===== src/rtl/wb_apb_bridge_pkg.sv =====
// Shared types and helpers for the Wishbone-to-APB bridge and its address decoder.
package apb_bridge_pkg;

    typedef enum logic [1:0] {
        IDLE   = 2'd0,
        SETUP  = 2'd1,
        ACCESS = 2'd2,
        RESP   = 2'd3
    } state_t;

    localparam int unsigned DEFAULT_TIMEOUT = 255;

    function automatic int unsigned clog2(input int unsigned v);
        int unsigned r;
        r = 0;
        for (int unsigned p = 1; p < v; p = p << 1) r++;
        return r;
    endfunction

endpackage


===== src/rtl/wb_apb_bridge_if.sv =====
// Bundled Wishbone-classic slave side and APB master side of the bridge.
interface wb_apb_bridge_if #(
    parameter int unsigned NSLV = 4
);
    logic               wb_cyc;
    logic               wb_stb;
    logic               wb_we;
    logic [31:0]        wb_adr;
    logic [31:0]        wb_dat_w;
    logic [3:0]         wb_sel;
    logic [31:0]        wb_dat_r;
    logic               wb_ack;
    logic               wb_err;

    logic [31:0]        paddr;
    logic [31:0]        pwdata;
    logic [3:0]         pstrb;
    logic               pwrite;
    logic [NSLV-1:0]    psel;
    logic               penable;
    logic [NSLV*32-1:0] prdata;
    logic [NSLV-1:0]    pready;
    logic [NSLV-1:0]    pslverr;

    // Bridge view.
    modport slave (
        input  wb_cyc, wb_stb, wb_we, wb_adr, wb_dat_w, wb_sel,
        output wb_dat_r, wb_ack, wb_err,
        output paddr, pwdata, pstrb, pwrite, psel, penable,
        input  prdata, pready, pslverr
    );

    // System view: Wishbone master plus the APB slaves.
    modport master (
        output wb_cyc, wb_stb, wb_we, wb_adr, wb_dat_w, wb_sel,
        input  wb_dat_r, wb_ack, wb_err,
        input  paddr, pwdata, pstrb, pwrite, psel, penable,
        output prdata, pready, pslverr
    );
endinterface


===== src/rtl/wb_apb_bridge_decode.sv =====
// Combinational window decode: byte address -> hit, slave index, one-hot select.
module apb_addr_decode
    import apb_bridge_pkg::*;
#(
    parameter int unsigned NSLV      = 4,
    parameter logic [31:0] BASE      = 32'h4000_0000,
    parameter int unsigned SLV_SHIFT = 12
) (
    input  logic [31:0]             i_adr,
    output logic                    o_hit,
    output logic [clog2(NSLV)-1:0]  o_idx,
    output logic [NSLV-1:0]         o_sel
);
    localparam int unsigned IDXW = clog2(NSLV);
    localparam int unsigned HI   = SLV_SHIFT + IDXW;

    logic w_unused_offset;

    assign o_hit = (i_adr[31:HI] == BASE[31:HI]);
    assign o_idx = i_adr[SLV_SHIFT +: IDXW];
    assign o_sel = o_hit ? (NSLV'(1) << o_idx) : '0;

    assign w_unused_offset = ^i_adr[SLV_SHIFT-1:0];
endmodule


===== src/rtl/wb_apb_bridge.sv =====
// Wishbone-classic slave to APB master bridge, one APB transfer per Wishbone access.
// Define APB_BRIDGE_TIMEOUT_EN to add the ACCESS-phase watchdog.
module wb_apb_bridge
    import apb_bridge_pkg::*;
#(
    parameter int unsigned NSLV      = 4,
    parameter logic [31:0] BASE      = 32'h4000_0000,
    parameter int unsigned SLV_SHIFT = 12,
    parameter int unsigned TIMEOUT   = DEFAULT_TIMEOUT
) (
    input logic            pclk,
    input logic            preset,
    wb_apb_bridge_if.slave bus
);
    localparam int unsigned IDXW = clog2(NSLV);

    state_t            r_state, w_next;
    logic [IDXW-1:0]   r_idx;
    logic [NSLV-1:0]   r_sel;
    logic [31:0]       r_paddr, r_pwdata, r_dat_r;
    logic [3:0]        r_pstrb;
    logic              r_pwrite, r_err, r_drop;

    logic              w_hit, w_req, w_rdy, w_slverr, w_timeout;
    logic [IDXW-1:0]   w_idx;
    logic [NSLV-1:0]   w_sel;
    logic [31:0]       w_prdata;

    apb_addr_decode #(
        .NSLV      (NSLV),
        .BASE      (BASE),
        .SLV_SHIFT (SLV_SHIFT)
    ) u_decode (
        .i_adr (bus.wb_adr),
        .o_hit (w_hit),
        .o_idx (w_idx),
        .o_sel (w_sel)
    );

    assign w_req    = bus.wb_cyc & bus.wb_stb;
    assign w_rdy    = bus.pready[r_idx];
    assign w_slverr = bus.pslverr[r_idx];
    assign w_prdata = bus.prdata[32*int'(r_idx) +: 32];

`ifdef APB_BRIDGE_TIMEOUT_EN
    localparam int unsigned WDW = (clog2(TIMEOUT + 1) > 8) ? clog2(TIMEOUT + 1) : 8;
    logic [WDW-1:0] r_wdog;

    always_ff @(posedge pclk or posedge preset) begin
        if (preset) begin
            r_wdog <= '0;
        end else if (r_state == SETUP) begin
            r_wdog <= '0;
        end else if (r_state == ACCESS && !w_rdy) begin
            r_wdog <= r_wdog + 1'b1;
        end
    end

    // Fires on the TIMEOUT-th unready ACCESS cycle.
    assign w_timeout = (r_state == ACCESS) && !w_rdy && (r_wdog == WDW'(TIMEOUT - 1));
`else
    logic w_unused_timeout;
    assign w_unused_timeout = (TIMEOUT != 0);
    assign w_timeout        = 1'b0;
`endif

    always_comb begin
        w_next = r_state;
        case (r_state)
            IDLE:    if (w_req) w_next = w_hit ? SETUP : RESP;
            SETUP:   w_next = ACCESS;
            ACCESS:  if (w_rdy || w_timeout) w_next = RESP;
            RESP:    w_next = IDLE;
            default: w_next = IDLE;
        endcase
    end

    always_ff @(posedge pclk or posedge preset) begin
        if (preset) begin
            r_state  <= IDLE;
            r_idx    <= '0;
            r_sel    <= '0;
            r_paddr  <= '0;
            r_pwdata <= '0;
            r_pstrb  <= '0;
            r_pwrite <= 1'b0;
            r_err    <= 1'b0;
            r_drop   <= 1'b0;
            r_dat_r  <= '0;
        end else begin
            r_state <= w_next;
            if (r_state == IDLE && w_req) begin
                r_idx    <= w_idx;
                r_sel    <= w_sel;
                r_paddr  <= bus.wb_adr;
                r_pwdata <= bus.wb_dat_w;
                r_pstrb  <= bus.wb_we ? bus.wb_sel : 4'b0000;
                r_pwrite <= bus.wb_we;
                r_err    <= !w_hit;
                r_drop   <= 1'b0;
            end
            // An abandoned cycle still finishes on APB; only the response is withheld.
            if ((r_state == SETUP || r_state == ACCESS) && !bus.wb_cyc) begin
                r_drop <= 1'b1;
            end
            if (r_state == ACCESS) begin
                if (w_rdy) begin
                    r_err <= w_slverr;
                    if (!r_pwrite && !w_slverr) r_dat_r <= w_prdata;
                end else if (w_timeout) begin
                    r_err <= 1'b1;
                end
            end
        end
    end

    assign bus.psel     = (r_state == SETUP || r_state == ACCESS) ? r_sel : '0;
    assign bus.penable  = (r_state == ACCESS);
    assign bus.paddr    = r_paddr;
    assign bus.pwdata   = r_pwdata;
    assign bus.pstrb    = r_pstrb;
    assign bus.pwrite   = r_pwrite;
    assign bus.wb_dat_r = r_dat_r;
    assign bus.wb_ack   = (r_state == RESP) && !r_err && !r_drop;
    assign bus.wb_err   = (r_state == RESP) &&  r_err && !r_drop;
endmodule


===== src/flat_wrapper.sv =====
// flat-port wrapper written by rule: the top's interface ports become plain ports
module wb_apb_bridge_flat import apb_bridge_pkg::*;
#(
    parameter int unsigned NSLV      = 4,
    parameter logic [31:0] BASE      = 32'h4000_0000,
    parameter int unsigned SLV_SHIFT = 12,
    parameter int unsigned TIMEOUT   = DEFAULT_TIMEOUT
)
  (pclk, preset, bus_wb_cyc, bus_wb_stb, bus_wb_we, bus_wb_adr, bus_wb_dat_w, bus_wb_sel, bus_wb_dat_r, bus_wb_ack, bus_wb_err, bus_paddr, bus_pwdata, bus_pstrb, bus_pwrite, bus_psel, bus_penable, bus_prdata, bus_pready, bus_pslverr);
  wb_apb_bridge_if #(.NSLV(NSLV)) bus_i ();
  input logic pclk;
  input logic preset;
  input wire logic [$bits(bus_i.wb_cyc)-1:0] bus_wb_cyc;
  input wire logic [$bits(bus_i.wb_stb)-1:0] bus_wb_stb;
  input wire logic [$bits(bus_i.wb_we)-1:0] bus_wb_we;
  input wire logic [$bits(bus_i.wb_adr)-1:0] bus_wb_adr;
  input wire logic [$bits(bus_i.wb_dat_w)-1:0] bus_wb_dat_w;
  input wire logic [$bits(bus_i.wb_sel)-1:0] bus_wb_sel;
  output wire logic [$bits(bus_i.wb_dat_r)-1:0] bus_wb_dat_r;
  output wire logic [$bits(bus_i.wb_ack)-1:0] bus_wb_ack;
  output wire logic [$bits(bus_i.wb_err)-1:0] bus_wb_err;
  output wire logic [$bits(bus_i.paddr)-1:0] bus_paddr;
  output wire logic [$bits(bus_i.pwdata)-1:0] bus_pwdata;
  output wire logic [$bits(bus_i.pstrb)-1:0] bus_pstrb;
  output wire logic [$bits(bus_i.pwrite)-1:0] bus_pwrite;
  output wire logic [$bits(bus_i.psel)-1:0] bus_psel;
  output wire logic [$bits(bus_i.penable)-1:0] bus_penable;
  input wire logic [$bits(bus_i.prdata)-1:0] bus_prdata;
  input wire logic [$bits(bus_i.pready)-1:0] bus_pready;
  input wire logic [$bits(bus_i.pslverr)-1:0] bus_pslverr;
  assign bus_i.wb_cyc = bus_wb_cyc;
  assign bus_i.wb_stb = bus_wb_stb;
  assign bus_i.wb_we = bus_wb_we;
  assign bus_i.wb_adr = bus_wb_adr;
  assign bus_i.wb_dat_w = bus_wb_dat_w;
  assign bus_i.wb_sel = bus_wb_sel;
  assign bus_wb_dat_r = bus_i.wb_dat_r;
  assign bus_wb_ack = bus_i.wb_ack;
  assign bus_wb_err = bus_i.wb_err;
  assign bus_paddr = bus_i.paddr;
  assign bus_pwdata = bus_i.pwdata;
  assign bus_pstrb = bus_i.pstrb;
  assign bus_pwrite = bus_i.pwrite;
  assign bus_psel = bus_i.psel;
  assign bus_penable = bus_i.penable;
  assign bus_i.prdata = bus_prdata;
  assign bus_i.pready = bus_pready;
  assign bus_i.pslverr = bus_pslverr;
  wb_apb_bridge #(.NSLV(NSLV), .BASE(BASE), .SLV_SHIFT(SLV_SHIFT), .TIMEOUT(TIMEOUT)) u_core (.pclk(pclk), .preset(preset), .bus(bus_i));
endmodule

===== config.mk =====
export PLATFORM = sky130hd
export DESIGN_NAME = wb_apb_bridge_flat
export DESIGN_NICKNAME = d
export VERILOG_FILES = /design/src/rtl/wb_apb_bridge_pkg.sv /design/src/rtl/wb_apb_bridge_if.sv /design/src/rtl/wb_apb_bridge_decode.sv /design/src/rtl/wb_apb_bridge.sv /design/src/flat_wrapper.sv
export SDC_FILE = /design/constraint.sdc
export NUM_CORES = 1
export LEC_CHECK = 0
export CAP_MARGIN = 20
export CORE_MARGIN = 1.5
export CORE_UTILIZATION = 30
export DETAILED_ROUTE_END_ITERATION = 16
export HOLD_SLACK_MARGIN = 0.05
export PLACE_DENSITY = 0.75
export SLEW_MARGIN = 20
export SYNTH_ARGS = -nofsm -noshare
export SYNTH_HDL_FRONTEND = slang
export SYNTH_HIERARCHICAL = 1
export SYNTH_SLANG_ARGS = --single-unit

===== constraint.sdc =====
create_clock -name pclk -period 7.9 [get_ports pclk]
set_input_delay 2.37 -clock pclk [delete_from_list [all_inputs] [get_ports pclk]]
set_output_delay 2.37 -clock pclk [all_outputs]
set_load 0.005 [all_outputs]

==> run metrics, run 1 <==
CTS Sinks 111; maxcap violations 0; R2R cell count 4; Final min period 4370 ps; DRC viols 0; vias in the first global route 4,282; gate count after technology mapping 325; worst setup path endpoint u_core/bus.wb_dat_r[6]; share of layout cells above drive strength 1 0.234; Crit path arrival time 4600 ps; Worst R2R End u_core/bus.wb_dat_r[6]; first-pass detailed-route iteration total 4; Worst Max-Slew Pin Slew 1050 ps; Initial Util 0.308; first-pass GRT wire length 22,700 µm; crit-path cells clkdlybuf4s50_1 > mux4_2 > or3_2 > mux2_1; Die Footprint 0.0185 mm²; post-route setup TNS 0 ps; Seq/Total Area, Yosys 0.522; Clk pwr share 0.160; final setup fails 0; via-per-instance ratio 4.59; post-cts sizing count 0; Max clock buf depth 2; met3 WL 1400 µm; RD Place Congestion 0.761; CTS clk-pin slew, worst paths 70 ps; WL per Instance 17.9 µm; die width 136 µm; Comb pwr share 0.484; Syn Area/Cell 16.4 µm²; Max Clock Freq 229 MHz; 1st-iter DRT viols 128; sw power 0.827 mW; H-tree depth 3; Inserted Diodes 0; sequential cell fraction of total power 0.357; Worst EP required 8130 ps; Vias 3,965; critical path class in2reg; slowest CP cell or3_2; Leak 3.73 nW; RSZ-0062 raised after global routing false; Power Internal 2.07 mW; # rows 48; Yosys reg bits 111; HPWL after detailed placement 11,900 µm; post-route ant nets 0; DR top layer met4; mapped cell area 0.00532 mm²; cts bufs inserted 9; status finished clean; metal2 WL 7960 µm; Sw Share 0.285; met1 WL 5900 µm; worst-skew pair later-pin latency 350 ps; fin. max-slew vios 0; commonest non-fill, non-tap cells in the layout clkdlybuf4s50_1, dfrtp_1, mux2_2; design area 0.00898 mm²; Cell Area, Placed 0.00864 mm²; Mapped Nets 538; R2R setup slack 4910 ps; Core Area 0.0173 mm²; Tcrit/Tclk final 0.554; CTS tree built; Overall Power 2.90 mW; Synthesis Warnings 6; pin count of the biggest net entering global routing 83; synth unique cells 31; Hold WC Path Type reg2reg; GRT overflow 0; PortBufs 316; Rel. slew slack 0.303; clock root cell clkbuf_16; Layout Area Growth over Synthesis 68.7%; Reg2Reg Launch Point u_core/r_idx[1]; critical path startpoint bus_pslverr[3]; Post-Route WL 15,400 µm; crit-path max cell delay 860 ps; Die Y 136 µm; I/O Pins 317; clock skew 7.20 ps; Tot GR Track Use 0.161; critical path peak fanout 32; fill count 1,453; final hold vios 0; most common cell after layout, fill and taps aside clkdlybuf4s50_1; CTS Hold Bufs 0; Post CTS Setup Buffer Count 0; Final nets 846; antenna violations before repair 0; power per cell area 323 mW/mm²; Critical Path End Type flop; Util after Layout 0.519; crit path launch type input port; Max rail drop VDD 0.219 mV
-- area by class of cell --
class	count	area (µm²)	area share
Timing Repair Buffer	319	3210	0.357
Sequential cell	111	2780	0.310
Multi-Input combinational cell	186	2380	0.265
Tap cell	225	282	0.0314
Clock buffer	9	225	0.0251
Clock inverter	7	78.8	0.00878
Inverter	6	25.0	0.00279
-- worst max-delay path, delay by kind of cell --
family,cells,cell delay (ps)
mux,2,950
simple gates,1,860
buf+inv,1,390
-- metrics by stage --
step / std cells / hold WS [ps] / worst slack, ps
after global routing: 863 / 519 / 3410
after detailed placement: 846 / 482 / 3140
after floorplan: 325 / 456 / 2600
after CTS: 862 / 498 / 3520
after global placement: 846 / 467 / 3210
final: 863 / 494 / 3530
-- cells in the mapped netlist --
| cell type | number | area share |
|---|---|---|
| a21boi_0 | 1 | 0.0014 |
| a21oi_1 | 3 | 0.0028 |
| and2_1 | 4 | 0.0047 |
| and3b_1 | 1 | 0.0016 |
| buf_12 | 3 | 0.011 |
| buf_2 | 1 | 0.00094 |
| buf_4 | 2 | 0.0028 |
| buf_6 | 2 | 0.0042 |
| clkbuf_1 | 14 | 0.0099 |
| dfrtp_1 | 111 | 0.52 |
| ha_1 | 4 | 0.0094 |
| inv_1 | 6 | 0.0042 |
| mux2_1 | 14 | 0.030 |
| mux2_2 | 59 | 0.12 |
| mux2_4 | 30 | 0.085 |
| mux2i_1 | 1 | 0.0019 |
| mux4_1 | 2 | 0.0099 |
| mux4_2 | 32 | 0.14 |
| nand2_1 | 13 | 0.0092 |
| nand3_1 | 1 | 0.00094 |
| nand4b_2 | 1 | 0.0028 |
| nor2_1 | 3 | 0.0021 |
| nor3_1 | 1 | 0.00094 |
| nor3b_1 | 1 | 0.0014 |
| nor4_1 | 4 | 0.0047 |
| nor4_2 | 2 | 0.0047 |
| nor4b_2 | 1 | 0.0028 |
| o21ai_0 | 1 | 0.00094 |
| o21ai_1 | 5 | 0.0047 |
| o32a_1 | 1 | 0.0019 |
| or3_1 | 1 | 0.0012 |
-- state kept, by name (all words and copies together), names as in the netlist --
signal               flops
u_core/r_drop            1
u_core/r_idx             2
u_core/r_sel             4
u_core/r_state           2
u_core/bus.wb_dat_r     32
u_core/bus.paddr        32
u_core/r_err             1
u_core/bus.pwdata       32
u_core/bus.pstrb         4
u_core/bus.pwrite        1
-- cells by family after synthesis --
group | count (synthesis) | synth area share
AOI/OAI and AO/OA | 11 | 0.0118
adders and majority gates | 4 | 0.00941
buffers and inverters | 28 | 0.0334
DFF | 111 | 0.522
muxes | 138 | 0.386
and+or+nand+nor | 33 | 0.0371
-- worst min-delay path by stage --
stage                                 startpoint                      to  slack (ps)  cells past startpoint
after floorplan                  u_core/r_sel[3]         u_core/r_sel[3]         460                      1
after global placement       u_core/bus.pstrb[2]     u_core/bus.pstrb[2]         470                      2
after detailed placement    u_core/bus.pwdata[6]    u_core/bus.pwdata[6]         480                      1
after CTS                   u_core/bus.pwdata[6]    u_core/bus.pwdata[6]         500                      1
after global routing      u_core/bus.wb_dat_r[6]  u_core/bus.wb_dat_r[6]         520                      1
final                       u_core/bus.pwdata[6]    u_core/bus.pwdata[6]         490                      1
-- power by group through the flow --
stage / clock [mW] / combinational (mW) / sequential [mW]
after floorplan: 0 / 0.679 / 1.00
after global placement: 0 / 1.40 / 1.03
after detailed placement: 0 / 1.42 / 1.04
after CTS: 0.482 / 1.43 / 1.04
after global routing: 0.508 / 1.50 / 1.07
final: 0.463 / 1.40 / 1.03
-- layer usage --
metal,track usage,up-vias
met3,0.0522,15
met5,0,-
met2,0.286,184
met1,0.186,1946
met4,0.0437,0
li1,-,1820
No activity file was read; power rests on OpenSTA's default activity.
==> inputs of run 2 (changes only) <==
- PLACE_DENSITY: 0.75 -> 0.77
- clock period: 7.9 -> 3.7 ns (I/O delays scaled with it)
==> run 2 against run 1 <==
Net effect:
- clock power increased by 100%
- first-iteration DRC count shrank 13%
- worst setup slack lost 2800 ps
- total power grew 110%
- via count is 1.2% higher
- global-route usage increased by 0.45 points
- flip-flop and latch count unchanged
- sequential power rose by 110%
- critical path depth unchanged
- final area up 0.26%
- sequential share of layout area fell by 0.096 points
- highest routed layer unchanged
==> run metrics, run 2 (synthesized netlist as in run 1, its figures left out) <==
cts bufs inserted 9 (unchanged); Crit path arrival time 1830 ps (-2770 ps); commonest non-fill, non-tap cells in the layout clkdlybuf4s50_1, dfrtp_1, mux2_2; CTS clk-pin slew, worst paths 80 ps (about the same); DRC viols 0 (unchanged); power per cell area 681 mW/mm² (+110%); die width 136 µm (unchanged); Reg2Reg Launch Point u_core/r_idx[1]; Final nets 851 (+0.59%); Inst Count DP 852 (+0.71%); worst hold stages 1 (unchanged); HPWL after detailed placement 12,400 µm (+4.3%); Max clock buf depth 2 (unchanged); post-route setup TNS 0 ps (unchanged); Die Y 136 µm (unchanged); first-pass detailed-route iteration total 4 (unchanged); clock skew 10.8 ps (+3.62 ps); Max Clock Freq 340 MHz; Hold WC Path Type reg2reg; R2R setup slack 1270 ps (-3640 ps); # rows 48 (unchanged); Critical Path End Type output port; final setup fails 0 (unchanged); Tot GR Track Use 0.166 (+0.00452); RD Place Congestion 0.819 (+7.6%); share of layout cells above drive strength 1 0.236 (+0.00285); design area 0.00900 mm² (+0.26%); Post CTS Setup Buffer Count 0 (unchanged); Rel. slew slack 0.562 (+0.259); pin count of the biggest net entering global routing 66 (-20%); Overall Power 6.13 mW (+110%); pre-CTS setup slack 451 ps (-2690 ps); Vias 4,012 (+1.2%); post-route ant nets 0 (unchanged); most common cell after layout, fill and taps aside clkdlybuf4s50_1; vias in the first global route 4,430 (+3.5%); 1st-iter DRT viols 112 (-13%); Initial Util 0.308 (unchanged); Layout Area Growth over Synthesis 69.1%; CTS Hold Bufs 0 (unchanged); post-cts sizing count 0 (unchanged); CTS tree built; Hold Crit Start u_core/r_sel[3]; Worst Max-Slew Pin Slew 655 ps (-391 ps); critical path peak fanout 6 (-81%); Max rail drop VDD 0.327 mV (+49%); WL per Instance 17.9 µm (-0.19%); status finished clean; Worst EP required 2590 ps (-5540 ps); RSZ-0062 raised after global routing false; Die Footprint 0.0185 mm² (unchanged); H-tree depth 3 (unchanged); antenna violations before repair 0 (unchanged); Core Area 0.0173 mm² (unchanged); GRT overflow 0 (unchanged); crit path launch type flop; CTS Sinks 111 (unchanged); PortBufs 316 (unchanged); critical path class reg2out; Inserted Diodes 0 (unchanged); maxcap violations 0 (unchanged); via-per-instance ratio 4.62 (+0.60%); Leak 3.75 nW (+0.50%); Tcrit/Tclk final 0.795; Cell Area, Placed 0.00871 mm² (+0.81%); Cell Count, Final, Fillers Out 868 (+0.58%); WHS Endpoint u_core/r_sel[3]; first-pass GRT wire length 23,300 µm (+2.6%); R2R cell count 5 (+1); clock root cell clkbuf_16; fin. max-slew vios 0 (unchanged); Post-Route WL 15,500 µm (+0.39%); Final WS setup 757 ps (-2770 ps); final hold vios 0 (unchanged); worst-skew pair later-pin latency 350 ps (about the same); I/O Pins 317 (unchanged); critical path startpoint u_core/r_state[0]; Worst R2R End u_core/bus.wb_dat_r[12]; Final min period 2940 ps
-- run 2: per-layer routing --
layer  wire length, µm  GRT usage  vias to the layer above  part of all wire
met5                 0          0                        -                 0
met4               210     0.0544                        0             0.014
met3              1290     0.0436                       14             0.083
met2              8090      0.295                      184              0.52
met1              5910      0.192                     1972              0.38
li1                  -          -                     1842                 -
-- run 2: metrics by stage --
| step | hold slack (ps) | utilization |
|---|---|---|
| after floorplan | 456 | - |
| after global placement | 472 | 0.504 |
| after detailed placement | 483 | 0.504 |
| after CTS | 501 | 0.520 |
| after global routing | 521 | 0.520 |
| final | 493 | 0.520 |
-- run 2: how the worst max path moves through the flow --
stage	to	slack, ps	cells after the start
6_report	bus_psel[0]	760	4
5_1_grt	bus_psel[1]	630	4
4_1_cts	bus_psel[1]	720	4
3_5_place_dp	u_core/bus.wb_dat_r[31]	450	5
3_3_place_gp	u_core/bus.wb_dat_r[5]	470	5
2_1_floorplan	u_core/bus.wb_dat_r[0]	1120	5
-- run 2: final cells by class --
| type | instances | area (µm²) |
|---|---|---|
| clock buffers | 11 | 243 |
| clock inverters | 5 | 42.5 |
| fillers | 1437 | 8300 |
| inverters | 6 | 26.3 |
| multi-input cells | 186 | 2380 |
| flip-flops and latches | 111 | 2780 |
| well taps | 225 | 282 |
| repair buffers | 324 | 3250 |
-- run 2: worst max-delay path: stages (launching register included) --
cell and delay [ps]:
dfrtp_1 370, inv_1 90, ha_1 360, and2_1 150, clkdlybuf4s50_1 520
-- run 2: where the power goes --
group / leakage [nW] / internal (mW) / switching [mW]
clock network: 0.142 / 0.483 / 0.443
registers: 1.34 / 1.80 / 0.387
logic: 2.26 / 2.10 / 0.917
total: 3.75 / 4.38 / 1.75
==> inputs of run 3 (changes only) <==
- clock period: 3.7 -> 2.5 ns (I/O delays scaled with it)
==> run 3 against run 2 <==
Net effect:
- via count increased by 1.7%
- first-iteration DRC count decreased by 25%
- flip-flop and latch count unchanged
- final cell count increased by 0.35%
- combinational power increased by 55%
- final area increased by 0.81%
- count of clock-buffer cells in the layout unchanged
==> run metrics, run 3 (synthesized netlist as in run 1, its figures left out) <==
Hold Crit Start u_core/r_sel[3]; worst-skew pair later-pin latency 350 ps (about the same); WHS 485 ps (-7.97 ps); Reg2Reg Launch Point u_core/r_idx[0]; PortBufs 316 (unchanged); CTS tree built; power per cell area 1020 mW/mm² (+49%); I/O Pins 317 (unchanged); antenna violations before repair 0 (unchanged); Final nets 855 (+0.47%); first-pass GRT wire length 23,500 µm (+0.86%); Final WS setup 75.0 ps (-682 ps); RD Place Congestion 0.813 (-0.77%); vias in the first global route 4,452 (+0.50%); Worst EP required 2730 ps (+140 ps); Max clock buf depth 2 (unchanged); H-tree depth 3 (unchanged); die width 136 µm (unchanged); Util after Layout 0.525 (+0.00420); GR Layer Usage met3 0.0488 (+0.00522); commonest non-fill, non-tap cells in the layout clkdlybuf4s50_1, dfrtp_1, mux2_2; met2 usage 0.297 (+0.00140); Die Y 136 µm (unchanged); status finished clean; total area of sequential cells 0.00278 mm² (unchanged); Rel. slew slack 0.608 (+0.0457); post-route ant nets 0 (unchanged); CTS clk-pin slew, worst paths 70 ps (about the same); CTS Sinks 111 (unchanged); Die Footprint 0.0185 mm² (unchanged); fin. max-slew vios 0 (unchanged); Initial Util 0.308 (unchanged); Critical Path End Type flop; most common cell after layout, fill and taps aside clkdlybuf4s50_1; Max rail drop VDD 0.526 mV (+61%); clock skew 9.61 ps (-1.20 ps); final hold vios 0 (unchanged); cts bufs inserted 9 (unchanged); Tot GR Track Use 0.166 (+0.000575); share of layout cells above drive strength 1 0.246 (+0.00974); Crit path arrival time 2650 ps (+820 ps); Vias 4,079 (+1.7%); Leak 3.82 nW (+1.9%); fill count 1,449 (+0.84%); first-pass detailed-route iteration total 4 (unchanged); Worst Max-Slew Pin Slew 588 ps (-67.2 ps); clock root cell clkbuf_16; Max Clock Freq 412 MHz; post-route setup TNS 0 ps (unchanged); DRC viols 0 (unchanged); pre-CTS setup slack -286 ps (-737 ps); area of the multi-input gates 0.00239 mm² (+0.63%); final setup fails 0 (unchanged); critical path class in2reg; met1 usage 0.191 (-0.00166); maxcap violations 0 (unchanged); HPWL after detailed placement 12,500 µm (+0.53%); Post-Route WL 15,700 µm (+1.4%); pin count of the biggest net entering global routing 112 (+70%); Inserted Diodes 0 (unchanged); via-per-instance ratio 4.68 (+1.3%); Hold WC Path Type reg2reg; RSZ-0062 raised after global routing false; 1st-iter DRT viols 84 (-25%); Final min period 2430 ps; Core Area 0.0173 mm² (unchanged); # rows 48 (unchanged); Layout Area Growth over Synthesis 70.5%; crit path launch type input port; Tcrit/Tclk final 0.970; WL per Instance 18.1 µm (+1.1%); critical path peak fanout 32 (+26); busiest layer in global routing met2; critical path startpoint bus_pslverr[2]; GRT overflow 0 (unchanged)
-- run 3: changes by cell type in the layout (fill, tap and decap cells not counted), sizes merged --
cell / delta
dlygate4sd2: +4
clkdlybuf4s50: -5
dlymetal6s2s: +1
inv: +1
buf: +4
clkinv: -2
-- run 3: where the power goes --
part / internal (mW) / switching (mW) / total (mW)
combinational: 3.20 / 1.46 / 4.66
sequential: 2.67 / 0.511 / 3.18
clock: 0.740 / 0.644 / 1.38
-- run 3: path summary, 6_finish.rpt --
kind / end / slack (ps) / depth (start not counted)
max: u_core/bus.wb_dat_r[7] / 70 / 5
min: u_core/r_sel[3] / 480 / 1
max reg2reg: u_core/bus.wb_dat_r[7] / 390 / 4
min reg2reg: u_core/r_sel[3] / 480 / 1
max in group asynchronous: u_core/r_idx[0] / 1110 / 3
min in group asynchronous: u_core/bus.wb_dat_r[0] / 920 / 3
-- run 3: area by class of cell --
type | count | area share
Multi-Input combinational cell | 186 | 0.264
Clock inverter | 4 | 0.00414
Tap cell | 225 | 0.0310
Clock buffer | 11 | 0.0279
Inverter | 6 | 0.00290
Sequential cell | 111 | 0.306
Timing Repair Buffer | 328 | 0.364
-- run 3: critical path: stages --
cell	delay [ps]
clkdlybuf4s50_1	400
mux4_2	480
or3_2	460
buf_12	200
mux2_4	330
-- run 3: metrics by stage --
step / cell area (µm²) / std cells / power [mW]
floorplan: 5330 / 325 / 5.32
CTS: 9070 / 871 / 9.39
global route: 9070 / 871 / 9.81
global placement: 8750 / 854 / 7.73
finish: 9070 / 871 / 9.22
detailed placement: 8750 / 854 / 7.88
-- run 3: what timing repair did --
action | CTS | global route
hold buffers | 0 | 0
setup endpoints to repair | 4 | 2
gates resized for setup | 6 | 2
buffers inserted | 2 | 0
-- run 3: per-layer routing --
layer	wire, µm	vias up
met3	1450	18
met5	0	-
met4	224	0
met1	5870	2015
met2	8180	199
li1	-	1847
